[config.mk]
export PLATFORM = sky130hd
export DESIGN_NAME = data_mem_pipe
export DESIGN_NICKNAME = d
export VERILOG_FILES = /design/src/rtl/data_mem_pipe.sv
export SDC_FILE = /design/constraint.sdc
export NUM_CORES = 2
export LEC_CHECK = 0
export ABC_AREA = 1
export CORE_ASPECT_RATIO = 0.8
export CORE_MARGIN = 5
export CORE_UTILIZATION = 30
export CTS_CLUSTER_SIZE = 28
export DETAILED_ROUTE_END_ITERATION = 10
export GPL_ROUTABILITY_DRIVEN = 0
export PLACE_DENSITY_LB_ADDON = 0.08
export SYNTH_ARGS = -nofsm -noshare
export SYNTH_HDL_FRONTEND = slang
export SYNTH_SLANG_ARGS = --single-unit
export TNS_END_PERCENT = 1
[constraint.sdc]
create_clock -name clk -period 5 [get_ports clk]
set_input_delay 0.5 -clock clk [delete_from_list [all_inputs] [get_ports clk]]
set_output_delay 0.5 -clock clk [all_outputs]
set_load 0.005 [all_outputs]
[src/rtl/data_mem_pipe.sv]
// data_mem_pipe: parametrised data memory with a valid/ready request port, fixed-latency
// pipelined load responses and an optional zeroing sweep after reset.
module data_mem_pipe #(
  parameter int DW             = 8,
  parameter int AW             = 8,
  parameter int RL             = 1,
  parameter bit CLEAR_ON_RESET = 1'b1
) (
  input  logic          clk,
  input  logic          reset,
  input  logic          req_valid,
  output logic          req_ready,
  input  logic          req_write,
  input  logic [AW-1:0] req_addr,
  input  logic [DW-1:0] req_wdata,
  output logic          rsp_valid,
  output logic [DW-1:0] rsp_rdata,
  output logic          busy
);

  typedef enum logic {CLEAR, READY} state_t;

  localparam state_t      RESET_STATE = CLEAR_ON_RESET ? CLEAR : READY;
  localparam logic [AW:0] LAST_ADDR   = {1'b0, {AW{1'b1}}};

  state_t        state;
  state_t        state_next;
  logic [AW:0]   cnt;
  logic [DW-1:0] mem [2**AW];
  logic [RL-1:0] pipe_valid;
  logic [DW-1:0] pipe_data [RL];
  logic          load_accept;
  logic          mem_we;
  logic [AW-1:0] mem_waddr;
  logic [DW-1:0] mem_wdata;

  // NOTE: every output of this block gets a default before the case, so no path leaves
  // a variable unassigned and no latch can be inferred.
  always_comb begin
    state_next = state;
    req_ready  = 1'b0;
    busy       = 1'b0;
    mem_we     = 1'b0;
    mem_waddr  = req_addr;
    mem_wdata  = req_wdata;
    case (state)
      CLEAR: begin
        busy      = 1'b1;
        mem_we    = !reset;
        mem_waddr = cnt[AW-1:0];
        mem_wdata = '0;
        if (cnt == LAST_ADDR) state_next = READY;
      end
      READY: begin
        req_ready = !reset;
        mem_we    = req_valid && req_ready && req_write;
      end
    endcase
  end

  assign load_accept = req_valid && req_ready && !req_write;

  // NOTE: state registers use non-blocking assignments so every flop samples
  // pre-edge values regardless of process ordering.
  always_ff @(posedge clk or posedge reset) begin
    if (reset) begin
      state <= RESET_STATE;
      cnt   <= '0;
    end else begin
      state <= state_next;
      if (state == CLEAR) cnt <= cnt + (AW+1)'(1);
    end
  end

  // NOTE: the array has no reset; zeroing is the sweep's job, which keeps it a plain RAM.
  always_ff @(posedge clk) begin
    if (mem_we) mem[mem_waddr] <= mem_wdata;
  end

  // The read samples the array before this edge's store lands, giving old-data on a
  // load followed by a store, while an earlier store is already visible.
  always_ff @(posedge clk or posedge reset) begin
    if (reset) begin
      pipe_valid <= '0;
      for (int i = 0; i < RL; i++) pipe_data[i] <= '0;
    end else begin
      pipe_valid[0] <= load_accept;
      if (load_accept) pipe_data[0] <= mem[req_addr];
      for (int i = 1; i < RL; i++) begin
        pipe_valid[i] <= pipe_valid[i-1];
        if (pipe_valid[i-1]) pipe_data[i] <= pipe_data[i-1];
      end
    end
  end

  // Data stages only advance with a valid word, so the last stage holds between pulses.
  assign rsp_valid = pipe_valid[RL-1];
  assign rsp_rdata = pipe_data[RL-1];

endmodule

==> flow_summary.json <==
{
  "status": "complete, no violations",
  "cts-buffers-inserted": 228,
  "skew_ns": 0.0615,
  "synth_top_area_cell": "edfxtp_1",
  "drt_wl_total_microns": 284000,
  "grt_max_degree": 140,
  "ys_types": 27,
  "postCtsSetupRepairBufs": 0,
  "top_level_ports": 31,
  "cap_violations": 0,
  "holdBufCountCts": 0,
  "path_clk_slew_ns": 0.06,
  "critPathCaptureType": "register",
  "worstPathMaxFanout": 20,
  "yosys-top-cells-area": "edfxtp_1 73%, nand3_1 12%, nand2_1 9.5%",
  "worst_pin_slew_ns": 1.09,
  "fin_crit_ns": 4.02,
  "max_freq_mhz": 249,
  "setup_violations": 0,
  "final_nets": 7140,
  "die_area_sq_um": 291000,
  "core_area_sq_um": 278000,
  "port_buffers": 30,
  "clk_path_buf_depth": 4,
  "min_path_type": "input pin to register",
  "ctsResizeCount": 0,
  "synth.most_common_cell": "nand2_1",
  "hold_depth": 3,
  "finalCritPeriodShare_pct": 80.4,
  "yosysSeqAreaShare_pct": 73.7,
  "die_x_microns": 602,
  "fin_setup_tns_ns": 0,
  "r2r_slack_ns": 0.98,
  "async_flop_share_pct": 0.919,
  "power_leakage_uw": 0.0319,
  "top_usage_layer": "met2",
  "synth_common_cells": "2120 x nand2_1, 2048 x edfxtp_1, 2042 x nand3_1",
  "crit_arrival_ns": 4.51,
  "drive_gt1_share_pct": 8.07,
  "ant_nets": 0,
  "grtUsageTotal_pct": 19.0,
  "rsz0062_at_grt": "no",
  "crit_type": "register to register",
  "crit_start": "state",
  "initial_core_util_pct": 30.2,
  "htreeDepth": 4,
  "clock_sinks": 2067,
  "row_count": 173,
  "synth_fp_nets": 7111,
  "grtUsageMet1_pct": 28.2,
  "r2r_start": "state",
  "ff2ff_path_depth": 4,
  "synthCells": 7089,
  "via_per_inst": 4.99,
  "p_per_area_nw_per_um2": 382,
  "vdd_drop_max_mv": 0.251,
  "drtIter0Drc": 5508,
  "slew_violations": 0,
  "synth-edff-count": 2048,
  "dp_hpwl_microns": 167000,
  "overflow": 0,
  "syn_area_per_cell_sq_um": 11.9,
  "cp-start-kind": "register",
  "cts_root_buffer": "clkbuf_16",
  "vias": 54700,
  "yosys_warnings": 0,
  "endpoint": "mem[250][3]",
  "nFillCells": 27600,
  "grt_pass1_wl_microns": 403000,
  "first_pass_iters": 6,
  "wire_per_inst_microns": 25.8,
  "finalPower_uw": 36700,
  "yosys_register_bits": 2067,
  "reg2reg_to": "mem[250][3]",
  "grtUsageMet2_pct": 29.5,
  "cp_data_required_time_ns": 5.49,
  "cts_tree": "built",
  "yosys.area.top_type_share_pct": 73.2,
  "antenna_found_initial": 17,
  "relSlewSlack_pct": 27.3,
  "area_growth_syn_to_layout_pct": 14.4,
  "die_h_microns": 483,
  "use_met3_pct": 2.79,
  "synth_ff_type": "edfxtp_1",
  "finalHoldViolCount": 0,
  "clk_latency_ns": 0.89,
  "netlist_area_sq_um": 84000,
  "drt_drc_violations_left": 0,
  "grt_pass1_vias": 53900
}
kinds of logic (layout without fill, tap and decap cells):
kind of cell	count (synthesis)	in the layout	share of synthesized area, %
compound gates	11	11	0.0744
xor+xnor	6	6	0.0625
fa+ha+maj	2	2	0.0298
buf+inv	542	748	3.09
flops	2067	2067	73.7
other cells	0	3	0
simple gates	4461	4461	23.0
registers in the layout, summed over array words and instances, names as in the netlist:
signal     flops
rsp_valid      1
cnt            9
mem         2048
state          1
rsp_rdata      8
final cells by class:
cell class / count / area [sq um] / area share (%)
Multi-Input combinational cell: 4480 / 19500 / 20.3
Inverter: 57 / 310 / 0.323
Clock buffer: 290 / 6020 / 6.27
Antenna cell: 3 / 7.51 / 0.00781
Clock inverter: 117 / 846 / 0.880
Tap cell: 3675 / 4600 / 4.78
Timing Repair Buffer: 284 / 2870 / 2.98
Sequential cell: 2067 / 62000 / 64.5
per-stage QoR:
stage | setup WS, ns | hold slack (ns) | cell area [sq um] | instances | utilization [%]
floorplan | 0.638 | 0.451 | 84000 | 7089 | -
global placement | 0.263 | 0.467 | 89300 | 10600 | 32.1
detailed placement | 0.300 | 0.474 | 89300 | 10600 | 32.1
CTS | 0.987 | 0.256 | 96100 | 11000 | 34.5
global route | 0.887 | 0.294 | 96100 | 11000 | 34.5
finish | 0.981 | 0.331 | 96100 | 11000 | 34.5
how the worst min path moves through the flow:
stage,start,end
after floorplan,reset,cnt[0]
after global placement,cnt[8],cnt[8]
after detailed placement,cnt[8],cnt[8]
after CTS,req_valid,rsp_valid
after global routing,req_valid,rsp_valid
final,req_valid,rsp_valid
cells in the final DEF (no fill, tap or decap):
| cell | count |
|---|---|
| nand2_1 | 2104 |
| edfxtp_1 | 2048 |
| nand3_1 | 2042 |
| nor2_1 | 292 |
| clkbuf_16 | 232 |
| buf_4 | 203 |
| clkinv_1 | 59 |
| clkbuf_1 | 58 |
| buf_12 | 52 |
| clkinv_2 | 43 |
| inv_1 | 39 |
| clkdlybuf4s50_1 | 24 |
| dfrtp_1 | 19 |
| nand2_2 | 16 |
| bufinv_16 | 12 |
| inv_8 | 10 |
| o21ai_0 | 5 |
| xor2_1 | 5 |
| inv_6 | 5 |
| diode_2 | 3 |
| inv_2 | 3 |
| buf_8 | 3 |
| and3_1 | 2 |
| a21oi_2 | 2 |
| o21ai_1 | 2 |
| a21oi_1 | 2 |
| ha_1 | 2 |
| nor3_1 | 1 |
| xnor2_1 | 1 |
| nor4_4 | 1 |
| inv_16 | 1 |
| nor4_1 | 1 |
| nand3_2 | 1 |
| or2_2 | 1 |
| clkinv_8 | 1 |
| clkinv_4 | 1 |
| buf_6 | 1 |
| buf_2 | 1 |
critical path, cell delays in order, from the launching register on:
cell	delay, ns
dfrtp_1	0.80
o21ai_0	0.32
nor2_1	0.79
nand2_1	0.85
nor2_1	0.86
per-layer routing:
metal	vias to the layer above	share of wire, %
met5	-	0
met4	0	1.9
met2	1441	45
met3	348	5.5
met1	27700	48
li1	25300	-
report_power, final:
group / internal (uW) / leakage [uW] / switching (uW)
clock: 9050 / 0.00338 / 6950
combinational: 529 / 0.0141 / 1460
sequential: 18700 / 0.0144 / 5.01
total: 28300 / 0.0319 / 8420
Power figures use the tool's default switching activity.
